--- config.mk ---
export PLATFORM = sky130hd
export DESIGN_NAME = blvds_frame_tx
export DESIGN_NICKNAME = d
export VERILOG_FILES = /design/src/rtl/blvds_pkg.sv /design/src/rtl/blvds_frame_tx.sv
export SDC_FILE = /design/constraint.sdc
export NUM_CORES = 1
export LEC_CHECK = 0
export BUFFER_PORTS_ARGS = -buffer_cell sky130_fd_sc_hd__buf_2
export CORE_MARGIN = 3
export CORE_UTILIZATION = 46
export DETAILED_ROUTE_END_ITERATION = 7
export PLACE_DENSITY = 0.74
export SLEW_MARGIN = 20
export SYNTH_ARGS = -nofsm -noshare
export SYNTH_HDL_FRONTEND = slang
export SYNTH_SLANG_ARGS = --single-unit
--- constraint.sdc ---
create_clock -name iCLK -period 4.5 [get_ports iCLK]
set_clock_uncertainty 0.05 [all_clocks]
set_input_delay 0.45 -clock iCLK [delete_from_list [all_inputs] [get_ports iCLK]]
set_output_delay 0.45 -clock iCLK [all_outputs]
set_load 0.1 [all_outputs]
--- src/rtl/blvds_pkg.sv ---
// Shared definitions for the BLVDS frame link: state encoding, bus field layout
// and default control words. Used by both the transmitter and the receiver side.
package blvds_pkg;

  typedef enum logic [2:0] {
    ST_IDLE      = 3'd0,
    ST_WAIT_DATA = 3'd1,
    ST_HEAD      = 3'd2,
    ST_PAYLOAD   = 3'd3,
    ST_CHKSUM    = 3'd4,
    ST_EPIL      = 3'd5,
    ST_GAP       = 3'd6
  } txState_t;

  localparam int          FRAME_BIT  = 17;
  localparam int          CTRL_BIT   = 16;
  localparam logic [15:0] DEF_HEADER = 16'hF0F0;
  localparam logic [15:0] DEF_EPILOG = 16'h0F0F;
  localparam logic [17:0] BUS_IDLE   = 18'h0_0000;

  // Builds an in-frame bus word; the frame-active flag is always set.
  function automatic logic [17:0] busWord(input logic ctrl, input logic [15:0] word);
    logic [17:0] w;
    w            = BUS_IDLE;
    w[FRAME_BIT] = 1'b1;
    w[CTRL_BIT]  = ctrl;
    w[15:0]      = word;
    return w;
  endfunction

endpackage

--- src/rtl/blvds_frame_tx.sv ---
// BLVDS frame transmitter: drains a show-ahead FIFO into fixed-length frames.
// Optional checksum word before the epilog when BLVDS_TX_CHECKSUM_EN is defined.
module blvds_frame_tx
  import blvds_pkg::*;
#(
  parameter int          FRAME_LEN = 256,
  parameter logic [15:0] HEADER    = DEF_HEADER,
  parameter logic [15:0] EPILOG    = DEF_EPILOG,
  parameter int          GAP       = 8
) (
  input  logic        iCLK,
  input  logic        iRST,
  input  logic        iSTART,
  input  logic [15:0] iFIFO_DATA,
  input  logic        iEMPTY,
  input  logic [8:0]  iUSEDW,
  output logic        oRD_REQ,
  output logic [17:0] oDATA_BLVDS,
  output logic        oBUSY,
  output logic [15:0] oFRAME_CNT,
  output logic        oUNDERRUN
);

  localparam logic [8:0] LAST_WORD = 9'(FRAME_LEN - 1);
  localparam logic [8:0] USEDW_MIN = 9'(FRAME_LEN);
  localparam logic [7:0] GAP_LAST  = 8'(GAP - 1);

  txState_t    stateR;
  txState_t    nextStateS;
  logic [8:0]  wordCntR;
  logic [7:0]  gapCntR;
  logic        pendingR;
  logic        pendingNextS;
  logic [17:0] dataR;
  logic [17:0] dataNextS;
  logic        busyR;
  logic        busyNextS;
  logic [15:0] frameCntR;
  logic        underrunR;
  logic        rdReqS;
  logic        underrunS;
  logic        frameDoneS;
  logic        lastWordS;
  logic        gapDoneS;
`ifdef BLVDS_TX_CHECKSUM_EN
  logic [15:0] sumR;
`endif

  // State register.
  always_ff @(posedge iCLK or negedge iRST) begin
    if (!iRST) begin
      stateR <= ST_IDLE;
    end else begin
      stateR <= nextStateS;
    end
  end

  // Next-state decode and next bus word.
  always_comb begin
    nextStateS = stateR;
    dataNextS  = BUS_IDLE;
    rdReqS     = 1'b0;
    underrunS  = 1'b0;
    frameDoneS = 1'b0;
    lastWordS  = (wordCntR == LAST_WORD);
    gapDoneS   = (gapCntR == GAP_LAST);
    case (stateR)
      ST_IDLE: begin
        if (iSTART) begin
          nextStateS = ST_WAIT_DATA;
        end else begin
          nextStateS = ST_IDLE;
        end
      end
      ST_WAIT_DATA: begin
        // Only start once a whole frame is buffered, so the payload never stalls.
        if (iUSEDW >= USEDW_MIN) begin
          nextStateS = ST_HEAD;
        end else begin
          nextStateS = ST_WAIT_DATA;
        end
      end
      ST_HEAD: begin
        dataNextS  = busWord(1'b1, HEADER);
        nextStateS = ST_PAYLOAD;
      end
      ST_PAYLOAD: begin
        if (iEMPTY) begin
          dataNextS = busWord(1'b0, 16'h0000);
          underrunS = 1'b1;
        end else begin
          dataNextS = busWord(1'b0, iFIFO_DATA);
          rdReqS    = 1'b1;
        end
        if (lastWordS) begin
`ifdef BLVDS_TX_CHECKSUM_EN
          nextStateS = ST_CHKSUM;
`else
          nextStateS = ST_EPIL;
`endif
        end else begin
          nextStateS = ST_PAYLOAD;
        end
      end
      ST_CHKSUM: begin
`ifdef BLVDS_TX_CHECKSUM_EN
        dataNextS  = busWord(1'b0, sumR);
        nextStateS = ST_EPIL;
`else
        nextStateS = ST_IDLE;
`endif
      end
      ST_EPIL: begin
        dataNextS  = busWord(1'b1, EPILOG);
        frameDoneS = 1'b1;
        nextStateS = ST_GAP;
      end
      ST_GAP: begin
        // A request arriving exactly on the last gap cycle is served like a pending one.
        if (gapDoneS) begin
          if (pendingR || iSTART) begin
            nextStateS = ST_WAIT_DATA;
          end else begin
            nextStateS = ST_IDLE;
          end
        end else begin
          nextStateS = ST_GAP;
        end
      end
      default: begin
        nextStateS = ST_IDLE;
      end
    endcase
  end

  // Busy follows the next state; pending request is one deep.
  always_comb begin
    busyNextS = (nextStateS != ST_IDLE);
    if ((stateR == ST_GAP) && gapDoneS) begin
      pendingNextS = 1'b0;
    end else if (busyR && iSTART) begin
      pendingNextS = 1'b1;
    end else begin
      pendingNextS = pendingR;
    end
  end

  // Registered outputs, word/gap counters and pending flag.
  always_ff @(posedge iCLK or negedge iRST) begin
    if (!iRST) begin
      dataR     <= BUS_IDLE;
      busyR     <= 1'b0;
      underrunR <= 1'b0;
      pendingR  <= 1'b0;
      frameCntR <= 16'h0000;
      wordCntR  <= 9'd0;
      gapCntR   <= 8'd0;
    end else begin
      dataR     <= dataNextS;
      busyR     <= busyNextS;
      underrunR <= underrunS;
      pendingR  <= pendingNextS;
      if (frameDoneS) begin
        frameCntR <= frameCntR + 16'd1;
      end else begin
        frameCntR <= frameCntR;
      end
      if (stateR == ST_HEAD) begin
        wordCntR <= 9'd0;
      end else if (stateR == ST_PAYLOAD) begin
        wordCntR <= wordCntR + 9'd1;
      end else begin
        wordCntR <= wordCntR;
      end
      if (stateR == ST_EPIL) begin
        gapCntR <= 8'd0;
      end else if (stateR == ST_GAP) begin
        gapCntR <= gapCntR + 8'd1;
      end else begin
        gapCntR <= gapCntR;
      end
    end
  end

`ifdef BLVDS_TX_CHECKSUM_EN
  // Running sum of payload words exactly as placed on the bus (underrun zeros included).
  always_ff @(posedge iCLK or negedge iRST) begin
    if (!iRST) begin
      sumR <= 16'h0000;
    end else if (stateR == ST_HEAD) begin
      sumR <= 16'h0000;
    end else if (stateR == ST_PAYLOAD) begin
      sumR <= sumR + dataNextS[15:0];
    end else begin
      sumR <= sumR;
    end
  end
`endif

  assign oRD_REQ     = rdReqS;
  assign oDATA_BLVDS = dataR;
  assign oBUSY       = busyR;
  assign oFRAME_CNT  = frameCntR;
  assign oUNDERRUN   = underrunR;

endmodule
# Yosys cells after proc, flatten, opt, wreduce, memory -nomap -nowiden
# Cells that the tools add are included.
dict set report word_totals {
  rom_bits 0
  latchBits 0
  ram_bits 0
  regBits 57
  word_cells 46
  input_bits 29
  n_memories 0
}
dict set report classes {
  shift 0
  n_bitwise 0
  addsub 3
  magnitude_cmp 1
  eq_ne 7
  muxes 19
  div 0
  reduce_logical 8
  multipliers 0
}
# op n
set ops {}
lappend ops {{18-bit one-hot mux with 3 select lines} 1}
lappend ops {{9-bit two-way mux} 2}
lappend ops {{3-bit one-hot mux with 6 select lines} 1}
lappend ops {{16-bit by 1-bit adder with 16-bit output, second input constant} 1}
lappend ops {{16-bit two-way mux} 1}
lappend ops {{8-bit two-way mux} 2}
lappend ops {{9-bit by 1-bit adder with 9-bit output, second input constant} 1}
lappend ops {{9-bit by 8-bit == test with 1-bit output, second input constant} 1}
lappend ops {{9-bit greater-or-equal comparator, second input constant} 1}
lappend ops {{1-bit two-way mux} 9}
lappend ops {{8-bit by 1-bit adder with 8-bit output, second input constant} 1}
lappend ops {{8-bit by 3-bit == test with 1-bit output, second input constant} 1}
lappend ops {{3-bit by 2-bit == test with 1-bit output, second input constant} 2}
lappend ops {{3-bit == test, second input constant} 2}
lappend ops {{3-bit two-way mux} 2}
lappend ops {{2-bit nonzero test} 3}
lappend ops {{3-bit by 1-bit == test with 1-bit output, second input constant} 1}
lappend ops {{3-bit zero test} 1}
lappend ops {{3-bit nonzero test} 1}
lappend ops {{1-bit logical AND} 2}
lappend ops {{2-bit two-way mux} 1}
lappend ops {{1-bit logical OR} 1}

# Logic depth before layout (Yosys ltp)
# Gate-level depths: netlist (run 1).
dict set report depth {
  word_depth 5
  ltp_mapped 6
  ltp_nobuf 6
}

# Worst setup path after synthesis (run 1)
# No wires, ideal clock.
dict set report synth_timing {
  path_type {register -> register}
  startpoint {register frameCntR[0], in the netlist oFRAME_CNT[0]}
  endpoint {register frameCntR[10], in the netlist oFRAME_CNT[10]}
  t_arrival_ns 2.004
  required_time_ns 4.291
  stages_incl_launch_ff 6
  period_less_slack_ns 2.213
  path_slack_ns 2.287
  path_cell_list {dfrtp_1 -> ha_1 -> nand3_1 -> nor4_2 -> nand2_1 -> xnor2_1}
}
dict set report synth_via {
  elab_chain_len 1
}
# element line_no
set synth_lines {}
lappend synth_lines {{start, declared} blvds_frame_tx.sv:38} ;# logic [15:0] frameCntR;
lappend synth_lines {{start signal, assigned} blvds_frame_tx.sv:164} ;# frameCntR <= frameCntR + 16'd1;
lappend synth_lines {{start signal, assigned} blvds_frame_tx.sv:166} ;# frameCntR <= frameCntR;
lappend synth_lines {{16-bit by 1-bit adder with 16-bit output} blvds_frame_tx.sv:164}
# Every way passes these cells.
# A chain may end at the register's enable or synchronous reset.

# Worst setup path in the final report (run 1)
dict set report layout_timing {
  startpoint {register stateR[0]}
  endpoint {output port oRD_REQ}
}
dict set report layout_via {
  elab_chain_len 2
}
# element line_no
set layout_lines {}
lappend layout_lines {{start, declared} blvds_frame_tx.sv:28} ;# txState_t stateR;
lappend layout_lines {{start signal, assigned} blvds_frame_tx.sv:54} ;# stateR <= nextStateS;
lappend layout_lines {{3-bit by 2-bit == test with 1-bit output} blvds_frame_tx.sv:67} ;# case (stateR)
lappend layout_lines {{1-bit two-way mux} blvds_frame_tx.sv:67}
lappend layout_lines {{end, declared} blvds_frame_tx.sv:17} ;# output logic oRD_REQ,
# Every way passes these cells.

==> metrics.txt, run 1 <==
fin area=3070 sq um; cell count after synthesis=230; GRT Overall Usage=17.4%; switching power=0.000352 W; TritonCTS sink count=57; WL final=between 4 and 5 mm; power share of the clock group=43.7%; ant diodes=0; YS warnings=0; PortBufs=57; fin. max-slew vios=0; top cell type's share of synthesized area=57.3%; biggest area consumer among synthesized cells=dfrtp_1; H-tree depth=3; Max clock buf depth=2; Peak VDD IR=approximately 0.17 mV; share of layout cells above drive strength 1=27.2%; antenna-violating nets left=0; FP Rows=26; main combinational cell family by area after synthesis=simple AND/OR/NAND/NOR gates; gpl congestion=0.757; area of the core=5170 sq um; CTS-repair resized insts=0; Avg Cell Area, Syn=10.8 sq um; mux cell area share after synthesis=~1.6%; Placement Cell Area=2820 sq um; Die X=79.6 um; number of max-cap violations=0; dpl hpwl=3.32 mm; Initial DRC Count=80; Post-CTS Setup Bufs=0; Post-Syn Nets=between 200 and 300; CTS tree=done; number of synthesized flops with an enable pin=0; crit start category=flop; filler cell count=428; die height=between 70 and 80 um; leakage=1.65 nW; Sequential Power Share=43.9%; residual DRC count=0; Critical R2R Launch=stateR[0]$_DFF_PN0_; DR vias=1892; sequential share of the synthesized area=between 50% and 60%; CTS Buf Count=9; area grow syn2layout=23.2%; Top FF cell, synth=dfrtp_1; worst hold path class=in -> async; Crit Path Max Fanout=17; clk slew on worst S/H paths=0.07 ns; Critical path origin=stateR[0]$_DFF_PN0_; WS Path Type=reg -> out; RSZ-0062 raised after global routing=no; Ports=66; sw frac=a little over a quarter; Layout Nets=322; top post-synthesis cells by area=dfrtp_1 (57%), nand2_1 (6.6%), xnor2_1 (3.5%); Synth Area in XOR/XNOR=5.28%; Tcrit/Tclk final=61.3%; drt first pass iters=4; initial antenna violation count=0; Slew Limit Headroom=a little over half; worst skew pair latency=0.33 ns; Hold Buf Count CTS=0; Critical Path End Type=primary output; GRT Residual Overflow=0; first-pass GRT wire length=8.45 mm; Final Hold Viols=0; status=finished, final reports clean; DR vias/cell=5.20; Synth Register Bits=between 50 and 60; Routed WL per cell=13.5 um; Synth Area in Compound Gates=10.9%; post-synthesis simple-gate area fraction=20.7%; area of the die=6330 sq um; Yosys cell types=40; slew at the pin closest to its max-slew limit=0.704 ns; asr flop ratio synth=100%; required time worst endpoint=roughly 4 ns; Mapped Area=~2500 sq um; Gate power share=12.4%; vias in the first global route=between 1500 and 2000; Power Density=436 nW/um^2; Final setup viols=0; initial core utilization=between 40 and 50%; largest net degree at the start of global routing=58; min cycle time layout=2.76 ns; setup tns final=0 ns; Cell Int Power=0.000985 W; Worst Path Arrival=2.26 ns; Max Freq=362 MHz; Adder-Cell Fraction of Synth Area=2.01%; Root Buffer=clkbuf_8
==> worst paths after layout <==
kind	to	slack [ns]	depth (start not counted)
worst min-delay path	oFRAME_CNT[11]$_DFFE_PN0N_	0.21	2
min in group iCLK	oDATA_BLVDS[7]$_DFF_PN0_	0.27	2
max in group asynchronous	stateR[1]$_DFF_PN0_	3.73	2
worst max register to register	oFRAME_CNT[15]$_DFFE_PN0N_	2.55	4
worst max-delay path	oRD_REQ	1.74	3
worst min register to register	oFRAME_CNT[15]$_DFFE_PN0N_	0.42	1
==> area by class of cell <==
cell class / instances / area [sq um] / area share (%)
clock buffer: 11 / 141 / 4.61
clock inverter: 5 / 103 / 3.35
inverter: 2 / 7.51 / 0.245
tap: 70 / 87.6 / 2.86
sequential: 57 / 1430 / 46.5
multi-input combinational: 161 / 1010 / 32.9
timing repair buffer: 58 / 293 / 9.55
==> per-layer routing <==
layer	part of all wire, %	global-route usage (%)	vias up	wire length [um]
li1	-	-	924	-
met1	48	23.0	901	2340
met2	45	25.8	59	2200
met3	6.4	6.66	8	317
met4	1.3	7.04	0	64
met5	0	0	-	0
==> state kept, by name, summed over array words and instances, names as in the netlist <==
register     flops
oBUSY            1
stateR           3
wordCntR         9
oFRAME_CNT      16
gapCntR          8
oDATA_BLVDS     18
oUNDERRUN        1
pendingR         1
==> critical path: stages (launching register included) <==
cell and delay, ns:
dfrtp_1 0.68, nand3b_1 0.18, nor2_2 0.52, buf_2 0.54
==> placed cells by master, fill, tap and decap left out, types with 2 or more instances in the layout <==
| cell type | n |
|---|---|
| inv_1 | 2 |
| nor2_1 | 12 |
| a21oi_1 | 4 |
| nand3b_1 | 2 |
| o31ai_1 | 3 |
| bufinv_16 | 3 |
| o21ai_0 | 13 |
| a21o_1 | 8 |
| nor3_1 | 3 |
| dfrtp_1 | 57 |
| o211ai_1 | 4 |
| a22o_1 | 2 |
| nand2_1 | 44 |
| ha_1 | 4 |
| xnor2_1 | 10 |
| a31oi_1 | 2 |
| nand4_1 | 4 |
| clkbuf_8 | 10 |
| nand3_1 | 12 |
| mux2i_1 | 4 |
| and3b_1 | 2 |
| xor2_1 | 5 |
| and3_1 | 7 |
| buf_2 | 57 |
==> cell families (layout without fill, tap and decap cells) <==
logic type,count (synthesis),in the layout
compound gates,41,41
xor+xnor,15,15
fa+ha+maj,4,4
buf+inv,12,76
flops,57,57
mux,4,4
simple gates,97,97
==> per-stage QoR <==
step / cells / utilization, % / hold slack [ns] / total power [W] / setup slack [ns]
6_report: 364 / 59.3 / 0.206 / 0.00134 / 1.74
5_1_grt: 364 / 59.3 / 0.255 / 0.00140 / 1.54
4_1_cts: 364 / 59.3 / 0.226 / 0.00135 / 1.72
3_5_place_dp: 348 / 54.6 / 0.418 / 0.000764 / 2.08
3_3_place_gp: 348 / 54.6 / 0.408 / 0.000756 / 2.12
2_1_floorplan: 230 / - / 0.104 / 0.000716 / 2.29
==> Yosys cell counts, types with 2 or more instances <==
cell      instances
nor3_1            3
o21ai_0          13
buf_2             7
a22o_1            2
and3_1            7
a21oi_1           4
xor2_1            5
o31ai_1           3
o211ai_1          4
xnor2_1          10
inv_1             2
nand3_1          12
nand4_1           4
nand3b_1          2
mux2i_1           4
and3b_1           2
clkbuf_1          2
ha_1              4
a21o_1            8
nand2_1          44
a31oi_1           2
dfrtp_1          57
nor2_1           12
==> power groups by stage <==
stage	logic, W	registers [W]	clock network [W]
6_report	0.000166	0.000587	0.000584
5_1_grt	0.000183	0.000594	0.000619
4_1_cts	0.000169	0.000586	0.000593
3_5_place_dp	0.000169	0.000595	0
3_3_place_gp	0.000164	0.000592	0
2_1_floorplan	0.0000691	0.000647	0
Note: power is estimated with default switching activity, not from simulation.
==> inputs of run 2 (changes only) <==
ABC_AREA = 1   (was unset)
PLACE_DENSITY = 0.76   (was 0.74)
clock period = 2.4 ns   (was 4.5 ns; I/O delays follow)
==> run 2 against run 1 <==
Net effect:
- routed wire length increased by 8.2%
- area after synthesis is 5.3% higher
- power increased by 53%
- first-iteration DRC count grew 24%
- core utilization rose by 1.2 points
- flip-flop and latch count stayed put
- global-route usage up 0.79 points
- cell count is 24% higher
- non-clock buffer count rose by 4
- critical path type unchanged
==> metrics.txt, run 2 <==
GRT Overall Usage=18.2%; cell count after synthesis=309; Met1 Wirelength=2.36 mm; Crit Path Max Fanout=9; DR vias/cell=4.77; Root Buffer=clkbuf_8; Ports=66; Bufs and invs on worst path=1; top-count cell post-synth=nand2_1; Initial DRC Count=99; fin. max-slew vios=0; CTS tree=done; DR top layer=met4; most frequent cells in the layout=nand2_1 (100), dfrtp_1 (57), buf_2 (57); Placed Cells=436; worst skew pair latency=0.33 ns; cell repeated most along the worst path=nor2_4; Peak VDD IR=0.429 mV; asr flop ratio synth=100%; Max clock buf depth=2; DP Worst Slack=0.645 ns; gpl congestion=slightly below 0.8; top post-synthesis cells by area=dfrtp_1 (54%), nand2_1 (14%), inv_1 (5.7%); area grow syn2layout=22.3%; Synth Register Bits=57; drt first pass iters=4; Fin Hold WS=0.0416 ns; number of max-cap violations=0; area of the die=6640 sq um; Final setup viols=0; DR vias=2160; Mapped Area=2620 sq um; initial antenna violation count=0; Total Power=slightly above 0.002 W; required time worst endpoint=2.11 ns; Top FF cell, synth=dfrtp_1; ant diodes=0; metal3 WL=338 um; crit start category=flop; worst hold path class=in -> reg; RSZ-0062 raised after global routing=no; WL final=approximately 5.3 mm; TritonCTS sink count=57; H-tree depth=3; Worst Path Arrival=1.73 ns; sequential share of the synthesized area=54.4%; Avg Cell Area, Syn=~8.5 sq um; worst-path cell chain=nor2_4 -> nand2_4 -> nor2_4 -> buf_2; CTS Buf Count=9; number of synthesized flops with an enable pin=0; first-pass GRT wire length=9.32 mm; clk slew on worst S/H paths=around 0.070 ns; GRT Residual Overflow=0; residual DRC count=0; die height=81.5 um; WS Path Type=reg -> out; antenna-violating nets left=0; Tcrit/Tclk final=a little over four fifths; dpl hpwl=~3.9 mm; Max Freq=495 MHz; max FFs per register=18; setup tns final=0 ns; slew at the pin closest to its max-slew limit=approximately 0.73 ns; YS warnings=0; leakage=1.82 nW; vias in the first global route=2141; min cycle time layout=2.02 ns; commonest non-fill, non-tap cell in the layout=nand2_1; Die X=between 80 and 90 um; Slew Limit Headroom=about 51%; Finished Layout Cells=approximately 450; met2 WL=2.51 mm; status=finished, final reports clean; Commonest cells post-synth=nand2_1 (100), dfrtp_1 (57), inv_1 (40); slowest library cell on the worst path=dfrtp_1; max incr delay on CP=0.47 ns; top cell type's share of synthesized area=54.4%; Power Density=around 640 nW/um^2; Yosys cell types=27; Final Hold Viols=0; Layout Nets=a little over 400; share of layout cells above drive strength 1=23.0%; initial core utilization=49.4%; critical path's top delay family=simple AND/OR/NAND/NOR gates; Critical Path End Type=primary output; Post-CTS Setup Bufs=0; Post-Syn Nets=about 340; final worst slack=0.379 ns; area of the core=approximately 5300 sq um; largest net degree at the start of global routing=34; biggest area consumer among synthesized cells=dfrtp_1; Routed WL per cell=~12 um; PortBufs=57; FP Rows=26
[run 2: cell count changes after synthesis, sizes merged, moves of 7 or more]
cell	before	now
a21o	8	0
nor2	13	30
xnor2	10	3
inv	2	42
and3	7	0
nand3	12	20
nand2	44	102
[run 2: through the flow]
step | utilization [%] | instance area [sq um]
after floorplan | - | 2620
after global placement | 56.6 | 3000
after detailed placement | 56.6 | 3000
after CTS | 60.5 | 3210
after global routing | 60.5 | 3210
final | 60.5 | 3210
[run 2: power breakdown]
part	internal [W]	total [W]	switching, W
sequential	0.000975	0.000979	0.00000358
clock	0.000500	0.000884	0.000384
combinational	0.0000318	0.000189	0.000157
total	0.00151	0.00205	0.000545
[run 2: routing by layer]
metal | vias to the layer above | global-route usage, %
met5 | - | 0
met2 | 60 | 29.6
li1 | 1108 | -
met3 | 12 | 5.48
met4 | 0 | 9.29
met1 | 980 | 21.9
[run 2: path summary, 6_finish.rpt]
path | from | end | slack (ns) | depth (start not counted)
max reg2reg | stateR[2]$_DFF_PN0_ | oFRAME_CNT[8]$_DFFE_PN0N_ | 0.68 | 5
min reg2reg | gapCntR[0]$_DFFE_PN0P_ | gapCntR[0]$_DFFE_PN0P_ | 0.46 | 1
min | iFIFO_DATA[1] | oDATA_BLVDS[1]$_DFF_PN0_ | 0.04 | 3
min in group asynchronous | iRST | oFRAME_CNT[7]$_DFFE_PN0N_ | 0.45 | 2
max | stateR[2]$_DFF_PN0_ | oRD_REQ | 0.38 | 4
max in group asynchronous | iRST | oDATA_BLVDS[17]$_DFF_PN0_ | 1.18 | 3
[run 2: what timing repair did]
item	in CTS	in global routing
resized for setup	0	0
hold endpoints to repair	31	0
hold buffers	1	0
[run 2: layout make-up]
| type | count | area, sq um |
|---|---|---|
| timing repair buffer | 62 | 325 |
| clock inverter | 6 | 57.6 |
| fill | 470 | 2100 |
| multi-input combinational | 206 | 1010 |
| sequential | 57 | 1430 |
| tap | 70 | 87.6 |
| clock buffer | 10 | 138 |
| inverter | 42 | 158 |
[run 2: cell families (layout without fill, tap and decap cells)]
group / count (synthesis) / in the layout / synth area share (%)
flip-flops: 57 / 57 / 54.4
XOR/XNOR: 13 / 13 / 4.34
AND/OR/NAND/NOR: 162 / 162 / 26.7
buffers and inverters: 46 / 120 / 6.87
AO/OA/AOI/OAI: 27 / 27 / 5.73
adder cells (fa/ha/maj): 4 / 4 / 1.91
[run 2: tightest hold or removal path, cell delays in order]
cell and delay, ns:
buf_2 0.07, nand2_1 0.04, nand2_1 0.04
==> inputs of run 3 (changes only) <==
ABC_AREA = 0   (was 1)
PLACE_DENSITY = 0.74   (was 0.76)
clock period = 2.1 ns   (was 2.4 ns; I/O delays follow)
==> run 3 against run 2 <==
Net effect:
- cell count is 18% lower
- routed wire length is 7.2% lower
- non-clock buffer count is 2 higher
- critical endpoint unchanged
- design area is 4.4% lower
- highest routed layer unchanged
==> metrics.txt, run 3 (same netlist as run 1, synthesis figures left out) <==
min cycle time layout=1.94 ns; gpl congestion=slightly below 0.8; commonest non-fill, non-tap cell in the layout=buf_2; Final Hold Viols=0; residual DRC count=0; Worst Path Arrival=1.68 ns; Power Density=between 800 and 900 nW/um^2; drt first pass iters=4; crit start category=flop; r2r setup slk=0.38 ns; area of the die=6330 sq um; FP Rows=26; TritonCTS sink count=57; largest net degree at the start of global routing=35; FF-to-FF path depth=5; Die X=79.6 um; dpl hpwl=3.50 mm; RSZ-0062 raised after global routing=no; ant diodes=0; Max Freq=around 520 MHz; WS Path Type=reg -> out; leakage=1.65 nW; Post-CTS Setup Bufs=0; number of max-cap violations=0; initial core utilization=roughly half; Routed WL per cell=13.4 um; DR vias/cell=5.25; max FFs per register=18; slew at the pin closest to its max-slew limit=0.537 ns; Fin Hold WS=0.0154 ns; CTS Buf Count=9; most frequent cells in the layout=buf_2 (56), dfrtp_1 (51), nand2_1 (44); antenna-violating nets left=0; die height=79.6 um; area of the multi-input gates=1010 sq um; Peak VDD IR=approximately 0.36 mV; PortBufs=57; FF+latch area=between 1000 and 1500 sq um; filler cell count=436; vias in the first global route=~1800; H-tree depth=3; fin. max-slew vios=0; Max clock buf depth=2; Crit Path Max Fanout=10; clk slew on worst S/H paths=0.07 ns; worst hold path class=in -> reg; DR vias=1943; status=finished, final reports clean; Critical Path End Type=primary output; Layout Nets=approximately 330; Ports=66; area grow syn2layout=23.1%; Root Buffer=clkbuf_8; worst skew pair latency=~0.34 ns; setup tns final=0 ns; Initial DRC Count=60; required time worst endpoint=1.84 ns; Total Power=~0.0025 W; initial antenna violation count=0; Slew Limit Headroom=about 64%; share of layout cells above drive strength 1=30.3%; WL final=approximately 4.9 mm; first-pass GRT wire length=8.42 mm; area of the core=5170 sq um; Final setup viols=0; GRT Overall Usage=17.1%; GRT Residual Overflow=0; CTS tree=done; Tcrit/Tclk final=92.4%; hold-critical path depth=2
-- run 3: cell type report --
cell class | instances | share of cell area, %
clock inverters | 6 | 1.43
flip-flops and latches | 57 | 46.8
inverters | 2 | 0.245
repair buffers | 64 | 11.6
well taps | 70 | 2.86
multi-input cells | 161 | 32.9
clock buffers | 10 | 4.16
-- run 3: power breakdown --
group	switching (W)	internal (W)	leakage [nW]
clock	0.000459	0.000431	0.0866
combinational	0.000248	0.000120	0.829
sequential	0.0000800	0.00118	0.730
-- run 3: path summary, 6_finish.rpt --
kind                                                  from                         end
worst max-delay path                   stateR[2]$_DFF_PN0_                     oRD_REQ
worst min-delay path                        iFIFO_DATA[12]   oDATA_BLVDS[12]$_DFF_PN0_
worst max register to register     wordCntR[0]$_DFFE_PN0P_         stateR[1]$_DFF_PN0_
worst min register to register  oFRAME_CNT[15]$_DFFE_PN0N_  oFRAME_CNT[15]$_DFFE_PN0N_
max in group asynchronous                             iRST   oFRAME_CNT[1]$_DFFE_PN0N_
min in group asynchronous                             iRST   oFRAME_CNT[8]$_DFFE_PN0N_
-- run 3: through the flow --
step	util (%)	setup slack, ns	area [sq um]	std cells
after floorplan	-	0.0407	2500	230
after global placement	55.7	0.404	2880	353
after detailed placement	55.7	0.342	2880	353
after CTS	59.2	0.00132	3060	370
after global routing	59.2	0.0504	3060	370
final	59.2	0.159	3060	370
-- run 3: per-layer routing --
layer	GRT usage, %	vias up	share of wire (%)
met5	0	-	0
met4	8.76	0	2.1
met3	3.61	11	6.1
met2	27.0	59	46
met1	22.2	935	46
li1	-	938	-
-- run 3: timing repair --
item                                    in CTS  in global routing
resized for setup                            0                  1
endpoints found under the setup margin       0                  1
hold buffers                                 1                  0
endpoints found under the hold margin       57                  0
-- run 3: critical path, stage by stage (launching register included) --
cell and delay (ns):
dfrtp_1 0.50, nand3b_1 0.24, nor2_2 0.37, buf_12 0.23
